### src/rtl/cursor_box_datapath.sv
// Cursor position/colour register with clamp-or-wrap stepping, plus a
// BOX_W x BOX_H rectangle scanner that streams pixel writes over valid/ready.
module cursor_box_datapath #(
  parameter int                     X_W            = 8,
  parameter int                     Y_W            = 7,
  parameter int                     COLOUR_W       = 3,
  parameter int                     X_MAX          = 159,
  parameter int                     Y_MAX          = 119,
  parameter int                     STEP           = 1,
  parameter int                     BOX_W          = 4,
  parameter int                     BOX_H          = 4,
  parameter bit                     WRAP           = 1'b0,
  parameter logic [COLOUR_W-1:0]    DEFAULT_COLOUR = 3'b100,
  parameter logic [COLOUR_W-1:0]    BG_COLOUR      = 3'b000
) (
  input  logic                clock,
  input  logic                reset_from_controller,
  input  logic                mv_x_en,
  input  logic                mv_right,
  input  logic                mv_y_en,
  input  logic                mv_down,
  input  logic                colour_ld,
  input  logic [COLOUR_W-1:0] colour_in,
  input  logic                draw_start,
  input  logic                erase,
  input  logic                pix_ready,
  input  logic                ovr_en,
  input  logic [X_W-1:0]      ovr_x,
  input  logic [Y_W-1:0]      ovr_y,
  input  logic [COLOUR_W-1:0] ovr_colour,
  output logic [X_W-1:0]      cur_x,
  output logic [Y_W-1:0]      cur_y,
  output logic [COLOUR_W-1:0] cur_colour,
  output logic                pix_valid,
  output logic [X_W-1:0]      pix_x,
  output logic [Y_W-1:0]      pix_y,
  output logic [COLOUR_W-1:0] pix_colour,
  output logic                busy,
  output logic                done,
  output logic [1:0]          dbg_state
);

  typedef enum logic [1:0] {
    S_IDLE = 2'd0,
    S_DRAW = 2'd1,
    S_DONE = 2'd2
  } state_t;

  // Last legal cursor position keeps the whole box on screen.
  localparam logic [X_W:0]   C_XL      = (X_W+1)'(X_MAX - BOX_W + 1);
  localparam logic [Y_W:0]   C_YL      = (Y_W+1)'(Y_MAX - BOX_H + 1);
  localparam logic [X_W:0]   C_STEP_X  = (X_W+1)'(STEP);
  localparam logic [Y_W:0]   C_STEP_Y  = (Y_W+1)'(STEP);
  localparam logic [X_W-1:0] C_OX_LAST = X_W'(BOX_W - 1);
  localparam logic [Y_W-1:0] C_OY_LAST = Y_W'(BOX_H - 1);
  localparam logic [X_W-1:0] C_X_ONE   = X_W'(1);
  localparam logic [Y_W-1:0] C_Y_ONE   = Y_W'(1);

  state_t                r_state;
  state_t                w_state_nxt;
  logic [X_W-1:0]        r_cur_x;
  logic [Y_W-1:0]        r_cur_y;
  logic [COLOUR_W-1:0]   r_cur_colour;
  logic [X_W-1:0]        r_org_x;
  logic [Y_W-1:0]        r_org_y;
  logic [COLOUR_W-1:0]   r_draw_colour;
  logic [X_W-1:0]        r_ox;
  logic [Y_W-1:0]        r_oy;

  logic [X_W:0]          w_x_ext;
  logic [X_W:0]          w_x_inc;
  logic [X_W-1:0]        w_x_dec;
  logic [Y_W:0]          w_y_ext;
  logic [Y_W:0]          w_y_inc;
  logic [Y_W-1:0]        w_y_dec;
  logic [X_W-1:0]        w_nxt_x;
  logic [Y_W-1:0]        w_nxt_y;

  logic                  w_pix_valid;
  logic [X_W-1:0]        w_pix_x;
  logic [Y_W-1:0]        w_pix_y;
  logic [COLOUR_W-1:0]   w_pix_colour;
  logic                  w_busy;
  logic                  w_done;
  logic                  w_xfer;

  // Extra top bit catches overflow past the legal limit before truncation.
  assign w_x_ext = {1'b0, r_cur_x};
  assign w_x_inc = w_x_ext + C_STEP_X;
  assign w_x_dec = r_cur_x - C_STEP_X[X_W-1:0];
  assign w_y_ext = {1'b0, r_cur_y};
  assign w_y_inc = w_y_ext + C_STEP_Y;
  assign w_y_dec = r_cur_y - C_STEP_Y[Y_W-1:0];

  always_comb begin
    w_nxt_x = r_cur_x;
    if (mv_x_en) begin
      if (mv_right) begin
        if (w_x_inc > C_XL) w_nxt_x = WRAP ? '0 : C_XL[X_W-1:0];
        else                w_nxt_x = w_x_inc[X_W-1:0];
      end else begin
        if (w_x_ext < C_STEP_X) w_nxt_x = WRAP ? C_XL[X_W-1:0] : '0;
        else                    w_nxt_x = w_x_dec;
      end
    end
  end

  always_comb begin
    w_nxt_y = r_cur_y;
    if (mv_y_en) begin
      if (mv_down) begin
        if (w_y_inc > C_YL) w_nxt_y = WRAP ? '0 : C_YL[Y_W-1:0];
        else                w_nxt_y = w_y_inc[Y_W-1:0];
      end else begin
        if (w_y_ext < C_STEP_Y) w_nxt_y = WRAP ? C_YL[Y_W-1:0] : '0;
        else                    w_nxt_y = w_y_dec;
      end
    end
  end

  // Handshake: a pixel transfers on any cycle with pix_valid & pix_ready;
  // while pix_valid is high and pix_ready low, all pix_* hold stable.
  always_comb begin
    w_state_nxt  = r_state;
    w_pix_valid  = 1'b0;
    w_pix_x      = r_cur_x;
    w_pix_y      = r_cur_y;
    w_pix_colour = r_cur_colour;
    w_busy       = 1'b0;
    w_done       = 1'b0;
    w_xfer       = 1'b0;
    case (r_state)
      S_IDLE: begin
        if (ovr_en) begin
          w_pix_valid  = 1'b1;
          w_pix_x      = ovr_x;
          w_pix_y      = ovr_y;
          w_pix_colour = ovr_colour;
        end
        if (draw_start) w_state_nxt = S_DRAW;
      end
      S_DRAW: begin
        w_pix_valid  = 1'b1;
        w_pix_x      = r_org_x + r_ox;
        w_pix_y      = r_org_y + r_oy;
        w_pix_colour = r_draw_colour;
        w_busy       = 1'b1;
        w_xfer       = pix_ready;
        if (w_xfer && (r_ox == C_OX_LAST) && (r_oy == C_OY_LAST))
          w_state_nxt = S_DONE;
      end
      S_DONE: begin
        w_busy      = 1'b1;
        w_done      = 1'b1;
        w_state_nxt = S_IDLE;
      end
      default: w_state_nxt = S_IDLE;
    endcase
  end

  always_ff @(posedge clock) begin
    if (reset_from_controller) r_state <= S_IDLE;
    else                       r_state <= w_state_nxt;
  end

  // Moves and colour loads only take effect in IDLE and lose to draw_start.
  always_ff @(posedge clock) begin
    if (reset_from_controller) begin
      r_cur_x       <= '0;
      r_cur_y       <= '0;
      r_cur_colour  <= DEFAULT_COLOUR;
      r_org_x       <= '0;
      r_org_y       <= '0;
      r_draw_colour <= '0;
      r_ox          <= '0;
      r_oy          <= '0;
    end else begin
      case (r_state)
        S_IDLE: begin
          if (draw_start) begin
            r_org_x       <= r_cur_x;
            r_org_y       <= r_cur_y;
            r_draw_colour <= erase ? BG_COLOUR : r_cur_colour;
            r_ox          <= '0;
            r_oy          <= '0;
          end else begin
            r_cur_x <= w_nxt_x;
            r_cur_y <= w_nxt_y;
            if (colour_ld) r_cur_colour <= colour_in;
          end
        end
        S_DRAW: begin
          if (w_xfer) begin
            if (r_ox == C_OX_LAST) begin
              r_ox <= '0;
              if (r_oy == C_OY_LAST) r_oy <= '0;
              else                   r_oy <= r_oy + C_Y_ONE;
            end else begin
              r_ox <= r_ox + C_X_ONE;
            end
          end
        end
        default: ;
      endcase
    end
  end

  assign cur_x      = r_cur_x;
  assign cur_y      = r_cur_y;
  assign cur_colour = r_cur_colour;
  assign pix_valid  = w_pix_valid;
  assign pix_x      = w_pix_x;
  assign pix_y      = w_pix_y;
  assign pix_colour = w_pix_colour;
  assign busy       = w_busy;
  assign done       = w_done;
  assign dbg_state  = r_state;

endmodule

### config.mk
export PLATFORM = sky130hd
export DESIGN_NAME = cursor_box_datapath
export DESIGN_NICKNAME = d
export VERILOG_FILES = /design/src/rtl/cursor_box_datapath.sv
export SDC_FILE = /design/constraint.sdc
export NUM_CORES = 1
export LEC_CHECK = 0
export ABC_AREA = 1
export CAP_MARGIN = 10
export CORE_AREA = 2 2 92 94
export CTS_CLUSTER_SIZE = 10
export DETAILED_ROUTE_END_ITERATION = 10
export DIE_AREA = 0 0 94 96
export HOLD_SLACK_MARGIN = 0.1
export PLACE_DENSITY = 0.77
export SLEW_MARGIN = 25
export SYNTH_ARGS = -nofsm -noshare
export SYNTH_HDL_FRONTEND = slang
export SYNTH_SLANG_ARGS = --single-unit
### constraint.sdc
create_clock -name clock -period 1.7 [get_ports clock]
set_input_delay 0.17 -clock clock [delete_from_list [all_inputs] [get_ports clock]]
set_output_delay 0.17 -clock clock [all_outputs]
set_load 0.005 [all_outputs]
==> run_results.csv, run 1 <==
group,metric,value,unit
power_and_ir_drop,p_clk_share,8.4,%
detailed_routing,viasPerCell,6.32,
placement,dp.cells,810,
detailed_routing,routed.top_layer,"met4",
clock_network,cts_buffers,5,
power_and_ir_drop,switching_share,45.9,%
clock_network,cts_tree,"built",
detailed_routing,vias,5498,
synthesis,async_reset_ff_share,0,%
worst_setup_path,critical_path_class,"register to output port",
detailed_routing,drc,0,
worst_setup_path,crit_buf_inv,3,
placement,dpl_cell_area,0.00526,sq mm
synthesis,yosysUniqueCellTypes,39,
worst_setup_path,cp-end-kind,"output port",
layout,num_antenna_cells,0,
layout,stdcell_area,0.00664,sq mm
power_and_ir_drop,power.share.combinational,71.5,%
sta,worst_pin_slew,0.554,ns
layout,syn_to_final_growth,74.9,%
detailed_routing,wl,19400,um
sta,hold_viol,0,
clock_network,root_buffer,"clkbuf_8",
worst_setup_path,critPathLaunchType,"register",
synthesis,syn_inst,563,
detailed_routing,wl_met2,9170,um
hold_path,hp-class,"input port to register",
power_and_ir_drop,p_leak,2.93,nW
run_status,outcome,"finished, violations left",
layout,fin_nets,822,
detailed_routing,dr_wl_met3,1840,um
detailed_routing,routedWlPerCell,22.4,um
layout,final_cells,870,
detailed_routing,dr.first_iter.drc_count,561,
worst_setup_path,crit_required,1.53,ns
grt,track_usage,33.8,%
layout,layout-drive-gt1-share,43.0,%
worst_setup_path,critical_path.max_stage_delay,0.40,ns
die,fp.dieArea,0.00902,sq mm
synthesis,ys_warn_count,0,
placement,globalplace.congestion,0.926,
grt,antenna_found_initial,0,
power_and_ir_drop,powerDensity,1380,mW/mm^2
sta,maxSlewViolCount,0,
layout,final_util,82.4,%
die,start_util,47.1,%
power_and_ir_drop,vdd_ir_drop_max,0.727,mV
worst_setup_path,cp_max_fo,3,
synthesis,syn_avg_cell_area,6.74,sq um
sta,period_share,144,%
sta,setup_tns,-13.35,ns
grt,grt_max_degree,34,
sta,fin_worst_skew,0.0207,ns
worst_setup_path,slowest_stage,"dfxtp_4",
sta,relSlewSlack,62.7,%
placement,io_buffers,72,
clock_network,path_clk_slew,0.11,ns
die,die_h,96,um
power_and_ir_drop,intPower,4.96,mW
run_status,violations,"setup timing",
grt,grt_overflow,0,
sta,fin_crit,2.45,ns
grt,grt_pass1_wl,23900,um
sta,setup_viol,54,
detailed_routing,wirelength_met1,6790,um
die,core,0.00805,sq mm
die,die_w,94,um
layout,final_cell_mix,"93 x buf_4, 84 x nand2_1, 53 x inv_1",
grt,grt_pass1_vias,4913,
power_and_ir_drop,power.switching,4.21,mW
worst_setup_path,path_delay_family,"adder cells",
die,io_pins,73,
sta,fmaxAchievable,409,MHz
detailed_routing,drt-pass1-iter-count,6,
die,rows,33,
synthesis,synth-seq-cells,53,
synthesis,synth_edf_count,0,
power_and_ir_drop,power,9.17,mW
power_and_ir_drop,power_frac_seq,20.0,%
synthesis,ys_seq_area_share,28.0,%
synthesis,synth_area,0.00379,sq mm
job,maxCapViolCount,0,
placement,dp_hpwl,9140,um
synthesis,synth_nets,620,
sta,finalWorstSetupSlack,-0.747,ns
synthesis,synth_ff_type,"dfxtp_1",
worst_setup_path,cp_data_arrival_time,2.28,ns
worst_setup_path,path_cells,"ha_4, inv_2, fa_2, inv_2, nand3_2, o211ai_1, nand2_1, a21oi_2, o21ai_1, nand3_1, nand2_1, buf_2",
detailed_routing,ant_nets,0,
clock_network,clock-sinks,53,
clock_network,clk_path_buf_depth,2,
sta,rsz0062_at_grt,"true",
clock_network,worstSkewPairLatency,0.33,ns
clock_network,htree_levels,2,
layout,final_common_cell,"buf_4",
## synth_stat cells (4+ instances only)
library cell / number / share of area [%]
o211a_1: 4 / 1.1
nor2_1: 39 / 3.9
nand2_1: 113 / 11
clkbuf_1: 12 / 1.2
buf_2: 4 / 0.53
nor3_1: 7 / 0.92
xor2_1: 15 / 3.5
dfxtp_1: 53 / 28
o21ai_0: 58 / 7.7
inv_1: 64 / 6.3
nand4_1: 16 / 2.6
nand3_1: 38 / 5.0
a21oi_1: 59 / 7.8
ha_1: 23 / 7.6
a22oi_1: 17 / 3.4
## routing by layer
metal | vias to the layer above | global-route usage, %
met3 | 166 | 6.03
met2 | 465 | 63.0
met1 | 2550 | 36.6
li1 | 2317 | -
met5 | - | 0
met4 | 0 | 17.3
## path summary, 6_finish.rpt
kind / from / endpoint / slack [ns] / cells past startpoint
max: r_oy[0]$_SDFFE_PP0P_ / pix_y[6] / -0.75 / 12
min: colour_in[1] / cur_colour[1]$_SDFFE_PP0P_ / 0.47 / 3
max reg2reg: dbg_state[0]$_SDFFE_PP0P_ / r_ox[7]$_SDFFE_PP0P_ / -0.36 / 11
min reg2reg: r_draw_colour[1]$_SDFFE_PP0P_ / r_draw_colour[1]$_SDFFE_PP0P_ / 0.49 / 2
## state kept, by name, indices dropped and copies added (netlist names)
register and count:
cur_colour 3, cur_x 8, cur_y 7, dbg_state 2, r_draw_colour 3, r_org_x 8, r_org_y 7, r_ox 8
r_oy 7
## kinds of logic after synthesis
| family | share of synthesized area, % |
|---|---|
| compound gates | 22.7 |
| xor+xnor | 3.69 |
| fa+ha+maj | 8.64 |
| buf+inv | 9.53 |
| flops | 28.0 |
| simple gates | 27.4 |
## power by group through the flow
stage | logic (mW) | clock network [mW] | registers, mW
floorplan | 2.03 | 0 | 1.68
global placement | 3.91 | 0 | 1.72
detailed placement | 3.97 | 0 | 1.73
CTS | 4.91 | 0.730 | 1.74
global route | 6.80 | 0.800 | 1.83
finish | 6.56 | 0.774 | 1.84
## layout make-up
class / count / area, sq um
Timing Repair Buffer: 214 / 1960
Inverter: 70 / 315
Clock buffer: 7 / 86.3
Sequential cell: 53 / 1100
Fill cell: 416 / 1420
Tap cell: 105 / 131
Multi-Input combinational cell: 421 / 3050
## tightest hold or removal path, cell delays in order
cell and delay (ns):
clkdlybuf4s50_1 0.40, o21ai_1 0.13, a21oi_1 0.05
## through the flow
step,worst slack (ns),hold WS [ns]
after floorplan,-0.0406,0.324
after global placement,-0.579,0.453
after detailed placement,-0.681,0.459
after CTS,-0.535,0.468
after global routing,-0.800,0.486
final,-0.747,0.466
## repair_timing
item                                    in CTS  in global routing
pin swaps                                   41                 45
endpoints found under the setup margin      51                 52
hold buffers                                 0                  0
cloned                                       1                  0
setup buffers                               31                 34
gates resized for setup                    188                151
(Power assumes the default switching activity.)
==> run 2: changes to the inputs <==
--- a/config.mk
+++ b/config.mk
@@ -7,12 +7,12 @@
 export LEC_CHECK = 0
 export ABC_AREA = 1
 export CAP_MARGIN = 10
-export CORE_AREA = 2 2 92 94
+export CORE_AREA = 2 2 73 109
 export CTS_CLUSTER_SIZE = 10
 export DETAILED_ROUTE_END_ITERATION = 10
-export DIE_AREA = 0 0 94 96
+export DIE_AREA = 0 0 75 111
 export HOLD_SLACK_MARGIN = 0.1
-export PLACE_DENSITY = 0.77
+export PLACE_DENSITY = 0.79
 export SLEW_MARGIN = 25
 export SYNTH_ARGS = -nofsm -noshare
 export SYNTH_HDL_FRONTEND = slang
==> constraint.sdc (replaced) <==
create_clock -name clock -period 2.8 [get_ports clock]
set_input_delay 0.28 -clock clock [delete_from_list [all_inputs] [get_ports clock]]
set_output_delay 0.28 -clock clock [all_outputs]
set_load 0.005 [all_outputs]
==> run 2 against run 1 <==
The flow now finishes without violations; critical path depth down 4; combinational power down 70%; flip-flop and latch count unchanged; worst hold slack better by 0.0095 ns; sequential share of layout area up 5.9 points; final area down 28%; die area down 7.7%; wire length down 43%; critical endpoint is now pix_x[2]; largest cell class unchanged; highest routed layer unchanged.
==> run_results.csv, run 2 (synthesis gave the netlist of run 1 again) <==
group,metric,value,unit
layout,layout-drive-gt1-share,6.36,%
worst_setup_path,cp_max_fo,11,
detailed_routing,drc,0,
clock_network,worstSkewPairLatency,0.31,ns
detailed_routing,dr.first_iter.drc_count,261,
worst_setup_path,path_cells,"inv_1, ha_1, inv_2, a21oi_1, buf_4, a22oi_1, o21ai_0, clkdlybuf4s50_1",
detailed_routing,wl,11100,um
die,core,0.00747,sq mm
sta,rsz0062_at_grt,"false",
sta,setup_viol,0,
hold_path,hp-class,"register to register",
die,io_pins,73,
sta,fin_crit,2.67,ns
sta,fin_worst_skew,0.00711,ns
grt,grt_overflow,0,
worst_setup_path,slowest_stage,"clkdlybuf4s50_1",
clock_network,clk_path_buf_depth,2,
die,start_util,50.8,%
detailed_routing,routedWlPerCell,15.2,um
placement,dp.cells,723,
grt,grt_pass1_wl,17800,um
worst_setup_path,cp-end-kind,"output port",
die,rows,39,
clock_network,htree_levels,2,
sta,period_share,95.2,%
grt,grt_pass1_vias,3779,
placement,dp_hpwl,8520,um
layout,final.fill_count,690,
layout,final_util,63.7,%
worst_setup_path,crit_required,2.52,ns
power_and_ir_drop,powerDensity,785,mW/mm^2
layout,multi_input_comb_area,0.00237,sq mm
sta,fmaxAchievable,375,MHz
power_and_ir_drop,vdd_ir_drop_max,0.409,mV
grt,antenna_found_initial,0,
detailed_routing,drt-pass1-iter-count,6,
worst_setup_path,critPathLaunchType,"register",
layout,final_cells,731,
layout,final_common_cell,"nand2_1",
clock_network,postCtsSetupBuffers,0,
worst_setup_path,critical_path.max_stage_delay,0.56,ns
detailed_routing,ant_nets,0,
worst_setup_path,cp_data_arrival_time,2.39,ns
layout,num_antenna_cells,0,
sta,setup_tns,0,ns
detailed_routing,vias,4085,
clock_network,cts_tree,"built",
grt,grt_max_degree,32,
sta,relSlewSlack,48.3,%
detailed_routing,viasPerCell,5.59,
die,fp.dieArea,0.00833,sq mm
die,die_h,111,um
layout,syn_to_final_growth,25.4,%
placement,dp_slack,0.267,ns
clock_network,root_buffer,"clkbuf_16",
power_and_ir_drop,power,3.73,mW
sta,finalWorstSetupSlack,0.134,ns
power_and_ir_drop,p_leak,2.08,nW
grt,track_usage,27.2,%
die,die_w,75,um
layout,final_cell_mix,"113 x nand2_1, 70 x clkdlybuf4s50_1, 64 x inv_1",
layout,fin_nets,685,
sta,worst_pin_slew,0.775,ns
run_status,outcome,"completed",
clock_network,clock-sinks,53,
job,maxCapViolCount,0,
clock_network,path_clk_slew,0.08,ns
placement,globalplace.congestion,0.907,
layout,register_area,0.00106,sq mm
sta,maxSlewViolCount,0,
clock_network,cts_hold_buf,0,
worst_setup_path,critical_path_class,"register to output port",
sta,hold_viol,0,
placement,io_buffers,72,
clock_network,cts_buffers,5,
==> run 2: worst max-delay path, delay by kind of cell, from the launching register on <==
| kind | cells | cell delay, ns |
|---|---|---|
| flip-flops | 1 | 0.33 |
| buffers and inverters | 4 | 1.03 |
| adder cells (fa/ha/maj) | 1 | 0.32 |
| AO/OA/AOI/OAI | 3 | 0.41 |
==> run 2: power by group <==
group | switching (mW) | leakage, nW | internal (mW)
Clock | 0.322 | 0.0704 | 0.338
Sequential | 0.196 | 0.434 | 0.901
Combinational | 1.12 | 1.57 | 0.859
==> run 2: path summary, 6_finish.rpt <==
path                                       from                       endpoint  slack (ns)  cells past startpoint
setup / recovery      dbg_state[0]$_SDFFE_PP0P_                       pix_x[2]        0.13                      8
hold / removal    r_draw_colour[2]$_SDFFE_PP0P_  r_draw_colour[2]$_SDFFE_PP0P_        0.48                      2
setup reg to reg      dbg_state[1]$_SDFFE_PP0P_           r_ox[5]$_SDFFE_PP0P_        0.56                     11
hold reg to reg   r_draw_colour[2]$_SDFFE_PP0P_  r_draw_colour[2]$_SDFFE_PP0P_        0.48                      2
==> run 2: area by class of cell <==
| class | instances | share of cell area [%] |
|---|---|---|
| tap | 102 | 2.68 |
| clock inverter | 3 | 0.526 |
| inverter | 70 | 5.73 |
| clock buffer | 5 | 2.63 |
| sequential | 53 | 22.4 |
| timing repair buffer | 78 | 16.1 |
| multi-input combinational | 420 | 49.9 |
==> run 2: through the flow <==
stage               instance area (sq um)  hold slack [ns]
floorplan                            3790            0.434
global placement                     4600            0.453
detailed placement                   4600            0.462
CTS                                  4750            0.473
global route                         4760            0.511
finish                               4760            0.476
==> run 2: per-layer routing <==
metal / global-route usage, % / vias up / wire length (um)
li1: - / 2030 / -
met1: 31.6 / 1899 / 4350
met2: 48.7 / 132 / 5990
met3: 3.27 / 24 / 469
met4: 10.6 / 0 / 317
met5: 0 / - / 0
==> run 2: repair_timing <==
action,4_1_cts,5_1_grt
setup endpoints to repair,2,1
resized for setup,3,2
pin swaps,0,2
==> run 3: changes to the inputs <==
--- a/config.mk
+++ b/config.mk
@@ -6,13 +6,12 @@
 export NUM_CORES = 1
 export LEC_CHECK = 0
 export ABC_AREA = 1
-export CAP_MARGIN = 10
-export CORE_AREA = 2 2 73 109
+export CORE_AREA = 2 2 70 105
 export CTS_CLUSTER_SIZE = 10
 export DETAILED_ROUTE_END_ITERATION = 10
-export DIE_AREA = 0 0 75 111
+export DIE_AREA = 0 0 72 107
 export HOLD_SLACK_MARGIN = 0.1
-export PLACE_DENSITY = 0.79
+export PLACE_DENSITY = 0.85
 export SLEW_MARGIN = 25
 export SYNTH_ARGS = -nofsm -noshare
 export SYNTH_HDL_FRONTEND = slang
==> constraint.sdc (replaced) <==
create_clock -name clock -period 3.4 [get_ports clock]
set_input_delay 0.34 -clock clock [delete_from_list [all_inputs] [get_ports clock]]
set_output_delay 0.34 -clock clock [all_outputs]
set_load 0.005 [all_outputs]
==> run 3 against run 2 <==
Clock skew shrank 0.0025 ns; first-iteration DRC count shrank 11%; register-to-register slack gained 0.54 ns; largest cell class unchanged.
==> run_results.csv, run 3 (synthesis gave the netlist of run 1 again) <==
group,metric,value,unit
run_status,outcome,"completed",
worst_setup_path,critPathLaunchType,"register",
sta,setup_viol,0,
worst_setup_path,slowest_stage,"clkdlybuf4s50_1",
sta,relSlewSlack,44.3,%
job,maxCapViolCount,0,
sta,rsz0062_at_grt,"false",
layout,final_common_cell,"nand2_1",
die,start_util,55.7,%
sta,fmaxAchievable,334,MHz
clock_network,cts_buffers,5,
placement,globalplace.congestion,0.928,
worst_setup_path,crit_required,3.06,ns
die,rows,37,
clock_network,cts_tree,"built",
hold_path,hp-class,"register to register",
hold_path,hold_path_depth,2,
worst_setup_path,rr_worst_depth,12,
power_and_ir_drop,vdd_ir_drop_max,0.364,mV
worst_setup_path,critical_path.max_stage_delay,0.49,ns
detailed_routing,dr.first_iter.drc_count,231,
worst_setup_path,crit_top_cell,"nand2_1",
grt,track_usage,30.2,%
sta,maxSlewViolCount,0,
die,core,0.00681,sq mm
detailed_routing,routedWlPerCell,15.7,um
die,die_w,72,um
layout,syn_to_final_growth,22.5,%
worst_setup_path,r2r-start,"dbg_state[1]$_SDFFE_PP0P_",
layout,num_antenna_cells,0,
clock_network,worstSkewPairLatency,0.31,ns
sta,fin_crit,3.00,ns
placement,dpl_cell_area,0.00455,sq mm
worst_setup_path,critPathLaunch,"r_oy[0]$_SDFFE_PP0P_",
detailed_routing,ant_nets,0,
placement,dp.cells,696,
worst_setup_path,cp-end-kind,"output port",
grt,grt_pass1_vias,4155,
sta,fin_worst_skew,0.00461,ns
layout,final_cells,704,
layout,layout-drive-gt1-share,5.75,%
grt,grt_overflow,0,
hold_path,hold_path_end,"r_draw_colour[1]$_SDFFE_PP0P_",
worst_setup_path,path_cells,"ha_1, inv_1, fa_1, inv_1, nand3_1, o211ai_1, nand2_1, nand2_1, a21oi_1, nand2_1, nand3_1, nand2_1, clkdlybuf4s50_1",
detailed_routing,viasPerCell,5.85,
grt,grt_max_degree,32,
clock_network,cts_hold_buf,0,
worst_setup_path,r2r_end,"r_ox[6]$_SDFFE_PP0P_",
sta,period_share,88.2,%
detailed_routing,drc,0,
layout,stdcell_area,0.00465,sq mm
grt,antenna_found_initial,0,
hold_path,min_from,"r_draw_colour[1]$_SDFFE_PP0P_",
die,die_h,107,um
detailed_routing,drt-pass1-iter-count,5,
worst_setup_path,cp_max_fo,5,
sta,setup_tns,0,ns
detailed_routing,vias,4121,
layout,final.fill_count,646,
clock_network,clk_path_buf_depth,2,
die,fp.dieArea,0.00770,sq mm
power_and_ir_drop,p_leak,2.03,nW
detailed_routing,wl,11000,um
sta,hold_viol,0,
worst_setup_path,critical_path_class,"register to output port",
layout,fin_nets,682,
clock_network,htree_levels,2,
clock_network,root_buffer,"clkbuf_8",
placement,io_buffers,72,
die,io_pins,73,
sta,worst_pin_slew,0.834,ns
clock_network,clock-sinks,53,
worst_setup_path,cp_data_arrival_time,2.66,ns
clock_network,path_clk_slew,0.10,ns
power_and_ir_drop,powerDensity,626,mW/mm^2
worst_setup_path,r2r_setup_slack,1.10,ns
grt,grt_pass1_wl,18600,um
placement,dp_hpwl,8570,um
layout,final_cell_mix,"113 x nand2_1, 72 x clkdlybuf4s50_1, 64 x inv_1",
[run 3: cell types whose count changed in the layout (fill, tap and decap cells not counted)]
cell and change:
clkbuf_8 +6, dlygate4sd2_1 -1, buf_4 -3, inv_6 -1, clkbuf_16 -5, clkinvlp_4 -1, dfxtp_4 -1, dfxtp_1 +1
clkinv_2 +1, dlymetal6s2s_1 -1, clkdlybuf4s50_1 +2
[run 3: cell type report]
class | count | area, sq um | share of cell area, %
Sequential cell | 53 | 1060 | 22.8
Clock buffer | 6 | 82.6 | 1.78
Tap cell | 78 | 97.6 | 2.10
Clock inverter | 2 | 13.8 | 0.296
Timing Repair Buffer | 75 | 743 | 16.0
Inverter | 70 | 273 | 5.87
Multi-Input combinational cell | 420 | 2370 | 51.1
[run 3: per-stage QoR]
step                utilization [%]  power (mW)  hold WS, ns  setup WS [ns]
floorplan                         -        1.86        0.446           1.45
global placement               66.8        2.47        0.455          0.527
detailed placement             66.8        2.51        0.461          0.492
CTS                            68.2        2.90        0.475          0.198
global route                   68.3        3.13        0.500          0.185
finish                         68.3        2.91        0.478          0.403
[run 3: worst max-delay path: cells and delay by family (launching register included)]
family	cells	cell delay, ns
adder cells (fa/ha/maj)	2	0.57
flip-flops	1	0.44
AND/OR/NAND/NOR	6	0.51
buffers and inverters	3	0.64
AO/OA/AOI/OAI	2	0.18
[run 3: worst max path at each step]
stage,to,cells past startpoint
after CTS,pix_x[3],7
after global routing,pix_y[6],13
after floorplan,pix_x[6],11
after detailed placement,pix_x[3],7
final,pix_y[6],13
after global placement,pix_x[3],7
[run 3: report_power, final]
| group | total [mW] | internal [mW] | leakage (nW) | switching, mW |
|---|---|---|---|---|
| registers | 0.895 | 0.739 | 0.434 | 0.156 |
| logic | 1.63 | 0.700 | 1.54 | 0.926 |
| clock network | 0.388 | 0.166 | 0.0512 | 0.222 |
[run 3: routing by layer]
layer	up-vias	wire length [um]	GRT usage (%)
met3	34	519	3.20
met1	1917	4170	33.0
li1	2020	-	-
met2	150	5910	55.4
met4	0	425	16.6
met5	-	0	0
[run 3: what timing repair did]
item,in CTS,in global routing
setup buffers,0,0
setup endpoints to repair,0,2
resized for setup,0,1
hold endpoints to repair,0,0
